`config.mk`:
```
export PLATFORM = sky130hd
export DESIGN_NAME = mem_arbiter
export DESIGN_NICKNAME = d
export VERILOG_FILES = /design/src/rtl/mem_arbiter.sv
export SDC_FILE = /design/constraint.sdc
export NUM_CORES = 1
export LEC_CHECK = 0
export ABC_CLOCK_PERIOD_IN_PS = 1900
export CAP_MARGIN = 25
export CORE_ASPECT_RATIO = 1.4
export CORE_MARGIN = 2
export CORE_UTILIZATION = 36
export CTS_CLUSTER_DIAMETER = 40
export DETAILED_ROUTE_END_ITERATION = 6
export PLACE_DENSITY_LB_ADDON = 0.15
export SYNTH_ARGS = -nofsm -noshare
export SYNTH_HDL_FRONTEND = slang
export SYNTH_SLANG_ARGS = --single-unit
export TNS_END_PERCENT = 5
```
`constraint.sdc`:
```
create_clock -name clk -period 1.9 [get_ports clk]
set_input_delay 0.57 -clock clk [delete_from_list [all_inputs] [get_ports clk]]
set_output_delay 0.57 -clock clk [all_outputs]
set_load 0.05 [all_outputs]
```
`src/rtl/mem_arbiter.sv`:
```
// -----------------------------------------------------------------------------
// mem_arbiter
//
// Two-master arbiter that shares one single-outstanding memory port between an
// instruction-fetch master (if_*) and a load/store master (dm_*). Data requests
// normally win. A streak counter lets a waiting fetch through after MAX_STREAK
// consecutive data wins. A response that has not arrived within TIMEOUT wait
// cycles is completed locally with err = 1 and zero read data.
//
// Parameters
//   MAX_STREAK  consecutive data wins (with a fetch waiting) before fetch wins
//   TIMEOUT     response-wait cycles before a forced error response
//
// Ports
//   clk, rstn                 clock, asynchronous active-low reset
//   if_req/if_addr            fetch request (held until if_gnt)
//   if_gnt                    fetch accepted (pulse, follows mem_gnt)
//   if_rvalid/if_rdata        fetch response (pulse)
//   dm_req/dm_we/dm_addr/
//   dm_wdata/dm_be            load/store request (held until dm_gnt)
//   dm_gnt                    data accepted (pulse, follows mem_gnt)
//   dm_rvalid/dm_rdata        data response for loads and stores (pulse)
//   err                       current response was forced by timeout
//   mem_req/mem_we/mem_addr/
//   mem_wdata/mem_be          registered request to shared memory
//   mem_gnt                   memory accepted the request
//   mem_rvalid/mem_rdata      memory response
// -----------------------------------------------------------------------------
module mem_arbiter #(
    parameter int unsigned MAX_STREAK = 4,
    parameter int unsigned TIMEOUT    = 255
) (
    input  logic        clk,
    input  logic        rstn,

    input  logic        if_req,
    input  logic [31:0] if_addr,
    output logic        if_gnt,
    output logic        if_rvalid,
    output logic [31:0] if_rdata,

    input  logic        dm_req,
    input  logic        dm_we,
    input  logic [31:0] dm_addr,
    input  logic [31:0] dm_wdata,
    input  logic [3:0]  dm_be,
    output logic        dm_gnt,
    output logic        dm_rvalid,
    output logic [31:0] dm_rdata,

    output logic        err,

    output logic        mem_req,
    output logic        mem_we,
    output logic [31:0] mem_addr,
    output logic [31:0] mem_wdata,
    output logic [3:0]  mem_be,
    input  logic        mem_gnt,
    input  logic        mem_rvalid,
    input  logic [31:0] mem_rdata
);

    // Counter widths are kept at least one bit so degenerate parameter values
    // (0 or 1) still elaborate.
    localparam int unsigned STREAK_W = (MAX_STREAK < 2) ? 1 : $clog2(MAX_STREAK + 1);
    localparam int unsigned TMO_W    = (TIMEOUT < 2)    ? 1 : $clog2(TIMEOUT + 1);

    localparam logic [STREAK_W-1:0] STREAK_MAX = STREAK_W'(MAX_STREAK);
    localparam logic [TMO_W-1:0]    TMO_MAX    = TMO_W'(TIMEOUT);

    typedef enum logic [1:0] {
        ST_IDLE,
        ST_ADDR,
        ST_RESP
    } state_e;

    typedef enum logic {
        OWN_IF,
        OWN_DM
    } owner_e;

    state_e                state_q,     state_d;
    owner_e                owner_q,     owner_d;
    logic [STREAK_W-1:0]   streak_q,    streak_d;
    logic [TMO_W-1:0]      tmo_q,       tmo_d;
    logic                  mem_req_q,   mem_req_d;
    logic                  mem_we_q,    mem_we_d;
    logic [31:0]           mem_addr_q,  mem_addr_d;
    logic [31:0]           mem_wdata_q, mem_wdata_d;
    logic [3:0]            mem_be_q,    mem_be_d;

    logic                  fetch_wins;
    logic                  tmo_hit;
    logic                  rsp_valid;
    logic                  rsp_err;
    logic [31:0]           rsp_data;

    // Fetch wins when it is the only requester, or when data has held the
    // port for MAX_STREAK consecutive wins while the fetch was waiting.
    always_comb begin
        fetch_wins = if_req && (!dm_req || (streak_q == STREAK_MAX));
    end

    // A real response in the same cycle as the timeout takes precedence.
    always_comb begin
        tmo_hit = (state_q == ST_RESP) && !mem_rvalid && (tmo_q == TMO_MAX);
    end

    // -------------------------------------------------------------------------
    // State registers
    // -------------------------------------------------------------------------
    always_ff @(posedge clk or negedge rstn) begin
        if (!rstn) begin
            state_q     <= ST_IDLE;
            owner_q     <= OWN_IF;
            streak_q    <= '0;
            tmo_q       <= '0;
            mem_req_q   <= 1'b0;
            mem_we_q    <= 1'b0;
            mem_addr_q  <= '0;
            mem_wdata_q <= '0;
            mem_be_q    <= '0;
        end else begin
            state_q     <= state_d;
            owner_q     <= owner_d;
            streak_q    <= streak_d;
            tmo_q       <= tmo_d;
            mem_req_q   <= mem_req_d;
            mem_we_q    <= mem_we_d;
            mem_addr_q  <= mem_addr_d;
            mem_wdata_q <= mem_wdata_d;
            mem_be_q    <= mem_be_d;
        end
    end

    // -------------------------------------------------------------------------
    // Next-state logic
    // -------------------------------------------------------------------------
    always_comb begin
        state_d     = state_q;
        owner_d     = owner_q;
        streak_d    = streak_q;
        tmo_d       = tmo_q;
        mem_req_d   = mem_req_q;
        mem_we_d    = mem_we_q;
        mem_addr_d  = mem_addr_q;
        mem_wdata_d = mem_wdata_q;
        mem_be_d    = mem_be_q;

        unique case (state_q)
            ST_IDLE: begin
                if (if_req || dm_req) begin
                    state_d   = ST_ADDR;
                    mem_req_d = 1'b1;
                    if (fetch_wins) begin
                        // Fetch is always a full-word read.
                        owner_d     = OWN_IF;
                        streak_d    = '0;
                        mem_we_d    = 1'b0;
                        mem_addr_d  = if_addr;
                        mem_wdata_d = '0;
                        mem_be_d    = '1;
                    end else begin
                        owner_d     = OWN_DM;
                        mem_we_d    = dm_we;
                        mem_addr_d  = dm_addr;
                        mem_wdata_d = dm_wdata;
                        mem_be_d    = dm_be;
                        // Streak only builds while a fetch is actually waiting.
                        if (!if_req) begin
                            streak_d = '0;
                        end else if (streak_q != STREAK_MAX) begin
                            streak_d = streak_q + STREAK_W'(1);
                        end
                    end
                end
            end

            ST_ADDR: begin
                if (mem_gnt) begin
                    state_d   = ST_RESP;
                    mem_req_d = 1'b0;
                    tmo_d     = '0;
                end
            end

            ST_RESP: begin
                if (mem_rvalid || tmo_hit) begin
                    state_d = ST_IDLE;
                    tmo_d   = '0;
                end else begin
                    tmo_d = tmo_q + TMO_W'(1);
                end
            end

            default: begin
                state_d = ST_IDLE;
            end
        endcase
    end

    // -------------------------------------------------------------------------
    // Outputs: grant and response are routed to the owner only. Response data
    // is zero whenever no response is presented, which also keeps it zero
    // throughout reset.
    // -------------------------------------------------------------------------
    always_comb begin
        rsp_valid = 1'b0;
        rsp_err   = 1'b0;
        rsp_data  = '0;
        if_gnt    = 1'b0;
        dm_gnt    = 1'b0;
        if_rvalid = 1'b0;
        dm_rvalid = 1'b0;
        if_rdata  = '0;
        dm_rdata  = '0;
        err       = 1'b0;

        if ((state_q == ST_ADDR) && mem_gnt) begin
            if (owner_q == OWN_DM) begin
                dm_gnt = 1'b1;
            end else begin
                if_gnt = 1'b1;
            end
        end

        if (state_q == ST_RESP) begin
            if (mem_rvalid) begin
                rsp_valid = 1'b1;
                rsp_data  = mem_rdata;
            end else if (tmo_hit) begin
                rsp_valid = 1'b1;
                rsp_err   = 1'b1;
            end
        end

        if (rsp_valid) begin
            err = rsp_err;
            if (owner_q == OWN_DM) begin
                dm_rvalid = 1'b1;
                dm_rdata  = rsp_data;
            end else begin
                if_rvalid = 1'b1;
                if_rdata  = rsp_data;
            end
        end
    end

    assign mem_req   = mem_req_q;
    assign mem_we    = mem_we_q;
    assign mem_addr  = mem_addr_q;
    assign mem_wdata = mem_wdata_q;
    assign mem_be    = mem_be_q;

endmodule

```
# After elaboration in Yosys (flattened, before gate mapping)
# Index checks and enable logic that the tools add are counted.
dict set report classes {
  n_addsub 2
  mul 0
  div 0
  n_lt_le_gt_ge 0
  eq_ne 9
  shift 0
  n_mux 36
  bitwise 0
  reduce_logical 17
}
# cell count
set op_table {}
lappend op_table {{$mux W32} 8}
lappend op_table {{$mux W1} 16}
lappend op_table {{$mux W8} 2}
lappend op_table {{$pmux W8 S2} 1}
lappend op_table {{$mux W3} 3}
lappend op_table {{$reduce_and A3 Y1} 3}
lappend op_table {{$add A8 B1 Y8 const B} 1}
lappend op_table {{$eq A8 B8 Y1 const B} 1}
lappend op_table {{$mux W2} 3}
lappend op_table {{$ne A2 B2 Y1 const B} 3}
lappend op_table {{$pmux W2 S3} 1}
lappend op_table {{$logic_and A1 B1 Y1} 4}
lappend op_table {{$mux W4} 1}
lappend op_table {{$reduce_and A2 Y1} 2}
lappend op_table {{$reduce_bool A2 Y1} 2}
lappend op_table {{$add A3 B1 Y3 const B} 1}
lappend op_table {{$eq A3 B3 Y1 const B} 1}
lappend op_table {{$logic_or A1 B1 Y1} 3}
lappend op_table {{$ne A3 B1 Y1 const B} 1}
lappend op_table {{$ne A3 B3 Y1 const B} 1}
lappend op_table {{$eq A2 B1 Y1 const B} 1}
lappend op_table {{$eq A2 B2 Y1 const B} 1}
lappend op_table {{$logic_not A1 Y1} 2}
lappend op_table {{$logic_not A2 Y1} 1}
lappend op_table {{$pmux W1 S2} 1}
dict set report totals {
  register_bits 84
  latch_bits 0
  mem_bits_rw 0
  mem_bits_ro 0
  inputBits 139
  word_cells 73
  mem_count 0
}

# Logic depth before layout (Yosys ltp)
# Gate-level depths: netlist of the first run.
dict set report depth {
  ltp_word 7
  mapped_depth 8
  depth_no_buf 6
}

# Worst setup path before layout of the first run
# OpenSTA, ideal clock, no wires.
dict set report synth_timing {
  path_kind {register to output}
  start {reg tmo_q[0]}
  end {out if_rvalid}
  arrival_ns 1.941
  required_ns 1.330
  setup_slack_ns -0.611
  path_stages_with_launch 5
  n_path_buf 0
  path_cell_list {dfrtp_1 -> ha_1 -> and3_1 -> a21oi_1 -> nor3_1}
}
dict set report synth_via {
  elab_chain_len 6
}
# item line_no
set synth_lines {}
lappend synth_lines {{start, declared} 85} ;# logic [TMO_W-1:0] tmo_q, tmo_d;
lappend synth_lines {{start signal, assigned} 127} ;# tmo_q <= tmo_d;
lappend synth_lines {{$eq A8 B8 Y1} 106} ;# tmo_hit = (state_q == ST_RESP) && !mem_rvalid && (tmo_q == TMO_MAX);
lappend synth_lines {{$logic_and A1 B1 Y1} 106}
lappend synth_lines {{$mux W1} 231} ;# end else if (tmo_hit) begin
lappend synth_lines {{$mux W1} 228} ;# if (mem_rvalid) begin
lappend synth_lines {{$mux W1} 227} ;# if (state_q == ST_RESP) begin
lappend synth_lines {{$mux W1} 237} ;# if (rsp_valid) begin
lappend synth_lines {{end, declared} 39} ;# output logic if_rvalid,
# No other way between the ends.

# Final worst setup path of the first run
dict set report layout_timing {
  start {reg state_q[0]}
  end {out dm_rdata[4]}
}
dict set report layout_via {
  elab_chain_len 7
  elab_cells_between_ends 9
  cone_classes {1 x eq/ne; 6 x mux; 2 x reduce/logical}
}
# item line_no
set layout_lines {}
lappend layout_lines {{start, declared} 82} ;# state_e state_q, state_d;
lappend layout_lines {{start signal, assigned} 124} ;# state_q <= state_d;
lappend layout_lines {{$eq A2 B2 Y1 *} {106, 227}}
lappend layout_lines {{$logic_and A1 B1 Y1 (2 in a row)} 106}
lappend layout_lines {{$mux W1} 231}
lappend layout_lines {{$mux W1} 228}
lappend layout_lines {{$mux W1} 227}
lappend layout_lines {{$mux W32 *} 237}
lappend layout_lines {{end, declared} 49} ;# output logic [31:0] dm_rdata,
# Every way passes the cells marked *; elsewhere a longest branch is shown, timed or not.

==> impl_metrics.toml, run 1 <==
[run_status]
outcome = "complete, but fails checks"
failed_checks = "negative setup slack"

[yosys]
synth_largest_area_cell = "dfrtp_1"
synth_top_family_by_area = "simple AND/OR/NAND/NOR gates"
synth_cell_types = 35
synth_simple_gate_area_share = 0.245
synth_area_leaders = "dfrtp_1 51%, nand2_1 11%, and2_1 9.5%"
syn_area_per_cell_um2 = 9.00
yosysSeqAreaShare = 0.505
syn_inst = 462
synthXorXnorAreaFrac = 0
synth_edf_count = 0
synth.most_common_cell = "nand2_1"
synthAdderAreaFrac = 0.00903
muxShareOfSynthArea = 0.0770
synth-async-reset-ratio = 1.00
synth_top_area_frac = 0.505
synth_warnings = 0
synth_flop_cell = "dfrtp_1"
synthTopCellsByCount = "121 x nand2_1, 84 x dfrtp_1, 78 x o21ai_0, 63 x and2_1, 32 x mux2i_1"
synth.net_count = 604
yosys_register_bits = 84
synth_compound_area_frac = 0.123
synth_area_um2 = 4160

[die]
rows = 46
io_pins = 278
core_area_um2 = 11300
die_x_um = 94.8
dieArea_um2 = 12400
dieHeight_um = 131
initial_utilization = 0.369

[finish]
syn_to_final_growth_pct = 106
drive_above_1_share = 0.373
n_fill_cell = 776
nNetsFinal = 910
final_cells = 919

[routing]
dr.pass1.iters = 4
wirelength_um = 16300
ant_nets = 0
drt-initial-drc-count = 186
vias_per_cell = 4.89
wl_per_cell_um = 17.7
vias = 4496
drc = 0

[sta]
worst_pin_slew_ns = 0.339
slew_headroom = 0.774
setup_viol = 69
fin_crit_sh = 1.14
setup_ws_ns = -0.258
final-hold-violation-count = 0
fmax_ghz = 0.463
drv_slew = 0
rsz0062_at_grt = "true"
period_minus_slack_ns = 2.16
fin_worst_skew_ns = 0.00886
finalSetupTns_ns = -16.33
holdWs_ns = 0.140

[clock_network]
cts.sinks = 84
path_clk_slew_ns = 0.06
cts_max_level = 3
cts_tree = "built"
hold_buffers = 0
clock_path_buffers = 2
clk_latency_ns = 0.33
cts_made_buffers = 9
clockRootBuffer = "clkbuf_16"

[min_path]
hold_class = "primary input to async pin"

[setup_path]
startpoint = "state_q[0]"
required_ns = 1.33
worst-path-max-fanout = 8
cp_slowest_cell = "dfrtp_1"
end_kind = "output port"
ff2ff_path_depth = 8
crit_arrival_ns = 1.59
critPathLaunchType = "flop"
crit_chain = "nor2b_2 -> buf_6 -> and3_4 -> and2_4 -> buf_12"
r2r_slack_ns = 0.14
path_class = "flop to output port"
max_stage_delay_ns = 0.39
endpoint = "dm_rdata[4]"
reg2reg_from = "streak_q[0]"
r2r_end = "mem_wdata[10]"

[global_route]
grt_overflow = 0
grt_max_degree = 47
grt_pass1_vias = 4736
grt_pass1_wl_um = 25400
antenna_found_initial = 4
track_usage = 0.264

[placed_design]
place_inst = 894
gp_congestion = 0.781
port_buffers = 277
hpwl_um = 12600

[run]
max_cap_violations = 0

[pwr]
vdd_drop_max_v = 0.00110
pwr_density_cell_nw_per_um2 = 1410
p_leak_uw = 0.00385
[area by class of cell]
class	count	area, um2	share of cell area
clock buffers	10	239	0.0280
multi-input cells	346	2200	0.257
clock inverters	5	52.6	0.00615
well taps	144	180	0.0211
diodes	3	7.51	0.000878
inverters	5	18.8	0.00220
flip-flops and latches	84	2100	0.246
repair buffers	322	3750	0.439
[cells by family (layout without fill, tap and decap cells)]
group,count (synthesis),count (layout)
multiplexers,32,32
other,0,3
AO/OA/AOI/OAI,95,95
buffers and inverters,35,342
AND/OR/NAND/NOR,213,216
adder cells (fa/ha/maj),3,3
flip-flops,84,84
[worst max-delay path: cells and delay by family, from the launching register on]
| kind | cells | cell delay, ns |
|---|---|---|
| buf+inv | 2 | 0.27 |
| simple gates | 3 | 0.59 |
| flops | 1 | 0.39 |
[layout by cell type (no fill, tap or decap), types with 2 or more instances in the layout]
master	count
clkdlybuf4s50_1	136
nand2_1	120
buf_4	104
dfrtp_1	83
o21ai_0	78
buf_12	77
and2_4	62
mux2i_1	32
clkbuf_16	9
and3_4	7
inv_1	5
a31oi_1	5
a21oi_1	4
diode_2	3
nor2_2	3
clkinv_2	3
buf_6	3
nor3_4	2
nor2_4	2
nand3_1	2
and3_1	2
nand2b_1	2
nor2b_1	2
ha_1	2
[where the power goes]
group          total [uW]  switching, uW  internal [uW]
Combinational        7380           4790           2590
Clock                1700            661           1040
Sequential           3000            430           2570
Total               12100           5880           6190
[registers in the layout, summed over array words and instances, names as in the netlist]
signal,cells
mem_we,1
owner_q,1
mem_req,1
mem_addr,32
streak_q,3
mem_be,4
tmo_q,8
mem_wdata,32
state_q,2
[metrics by stage]
stage / instance area (um2) / utilization / worst slack, ns / total power, uW
final: 8550 / 0.758 / -0.258 / 12100
after global routing: 8540 / 0.757 / -0.335 / 12700
after CTS: 8480 / 0.752 / -0.287 / 12100
after detailed placement: 7940 / 0.704 / -0.533 / 10100
after global placement: 7940 / 0.704 / -0.542 / 9970
after floorplan: 4180 / - / -0.0621 / 7250
[worst min-delay path by stage]
stage	cells after the start	slack, ns	endpoint
2_1_floorplan	0	0.27	mem_addr[0]
3_3_place_gp	2	0.45	mem_be[3]
3_5_place_dp	2	0.46	mem_be[2]
4_1_cts	1	0.14	mem_wdata[16]
5_1_grt	1	0.15	mem_wdata[16]
6_report	1	0.14	mem_wdata[16]
[routing by layer]
metal  GRT usage  share of wire
met5           0         0.0018
met4      0.0870          0.021
met3       0.104           0.11
met2       0.474           0.53
met1       0.275           0.34
[timing repair]
item,in CTS,in global routing
pin swaps,20,30
setup buffers,4,0
cloned,4,0
resized for setup,74,18
setup endpoints to repair,69,69
Note: power is estimated with default switching activity, not from simulation.
==> run 2, diff against run 1 <==
HOLD_SLACK_MARGIN = 0.15   (was not set)
==> run 2 against run 1 <==
  * The flow still finishes with violations (negative setup slack)
  * Total power is essentially flat
  * Core utilization increased by 0.089 points
  * Global-route usage did not move
  * Combinational power barely moved
  * Worst hold slack better by 0.33 ns
==> impl_metrics.toml, run 2 (synthesis results as in run 1) <==
[setup_path]
critPathLaunchType = "flop"
crit_arrival_ns = 1.59
worst-path-max-fanout = 8
crit_chain = "nor2b_2 -> buf_6 -> and3_4 -> and2_4 -> buf_12"
cp_slowest_cell = "dfrtp_1"
required_ns = 1.33
cp_num_buf_inv = 2
end_kind = "output port"
max_stage_delay_ns = 0.39
path_delay_family = "simple AND/OR/NAND/NOR gates"
path_class = "flop to output port"

[global_route]
track_usage = 0.264
grt_pass1_wl_um = 25400
grt_max_degree = 47
antenna_found_initial = 4
grt_overflow = 0
grt_pass1_vias = 4736

[finish]
syn_to_final_growth_pct = 106
most-common-layout-cells = "136 x clkdlybuf4s50_1, 120 x nand2_1, 104 x buf_4"
final_util = 0.759
nNetsFinal = 911
final_common_cell = "clkdlybuf4s50_1"
final_cells = 920
drive_above_1_share = 0.373
n_fill_cell = 775

[clock_network]
path_clk_slew_ns = 0.06
cts_tree = "built"
clk_latency_ns = 0.33
cts_made_buffers = 9
cts_max_level = 3
clockRootBuffer = "clkbuf_16"
clock_path_buffers = 2
cts.sinks = 84

[sta]
worst_pin_slew_ns = 0.339
drv_slew = 0
fin_crit_sh = 1.14
holdWs_ns = 0.474
setup_viol = 69
final-hold-violation-count = 0
setup_ws_ns = -0.258
fin_worst_skew_ns = 0.00884
period_minus_slack_ns = 2.16
rsz0062_at_grt = "true"
slew_headroom = 0.774
fmax_ghz = 0.463

[routing]
dr.pass1.iters = 4
wl_per_cell_um = 17.7
wirelength_um = 16300
vias_per_cell = 4.89
ant_nets = 0
drt-initial-drc-count = 208
vias = 4498
drc = 0

[min_path]
hold_class = "flop to flop"

[pwr]
pwr_density_cell_nw_per_um2 = 1410
finalPower_uw = 12100
vdd_drop_max_v = 0.00110
p_leak_uw = 0.00385

[die]
die_x_um = 94.8
dieArea_um2 = 12400
rows = 46
dieHeight_um = 131
core_area_um2 = 11300
initial_utilization = 0.369
io_pins = 278

[placed_design]
port_buffers = 277
gp_congestion = 0.781
place_inst = 894
hpwl_um = 12600

[run]
max_cap_violations = 0

[run_status]
outcome = "complete, but fails checks"
failed_checks = "negative setup slack"
run 2: cell count changes in the layout (fill, tap and decap cells not counted):
| cell | delta |
|---|---|
| dlygate4sd3_1 | +1 |
run 2: final timing paths:
kind	from	end	slack (ns)	cells after the start
worst min-delay path	mem_be[2]	mem_be[2]	0.47	2
worst min register to register	mem_be[2]	mem_be[2]	0.47	2
max in group asynchronous	rstn	mem_addr[8]	0.65	3
min in group asynchronous	rstn	mem_wdata[16]	0.69	2
worst max register to register	streak_q[0]	mem_wdata[10]	0.14	8
worst max-delay path	state_q[0]	dm_rdata[4]	-0.26	5
run 2: cell type report:
cell class	instances	area (um2)	area share
Tap cell	144	180	0.0211
Clock buffer	10	239	0.0279
Clock inverter	5	52.6	0.00614
Sequential cell	84	2100	0.246
Inverter	5	18.8	0.00219
Timing Repair Buffer	323	3760	0.439
Multi-Input combinational cell	346	2200	0.257
Antenna cell	3	7.51	0.000877
run 2: worst min-delay path, stage by stage (launching register included):
cell and delay, ns:
dfrtp_1 0.34, nand2_1 0.05, nand2_1 0.05
run 2: metal layers:
layer	wire length, um	vias up	global-route usage
met5	30	-	0
met4	341	4	0.0870
met3	1720	25	0.104
met2	8600	217	0.474
met1	5570	2106	0.275
li1	-	2146	-
run 2: where the power goes:
part           internal [uW]  total [uW]  switching [uW]
Sequential              2570        3000             430
Combinational           2590        7380            4790
Clock                   1040        1700             661
Total                   6200       12100            5880
run 2: timing repair:
item / 4_1_cts / 5_1_grt
endpoints found under the hold margin: 24 / 0
setup buffers: 4 / 0
endpoints found under the setup margin: 69 / 69
hold buffers: 1 / 0
gates resized for setup: 74 / 18
gates cloned: 4 / 0
pin swaps: 20 / 30
run 2: through the flow:
step | setup WS [ns] | setup TNS (ns) | instance area, um2
6_report | -0.258 | -16.34 | 8560
5_1_grt | -0.335 | -20.85 | 8550
4_1_cts | -0.287 | -17.57 | 8490
3_5_place_dp | -0.533 | -39.57 | 7940
3_3_place_gp | -0.542 | -36.85 | 7940
2_1_floorplan | -0.0621 | -3.86 | 4180
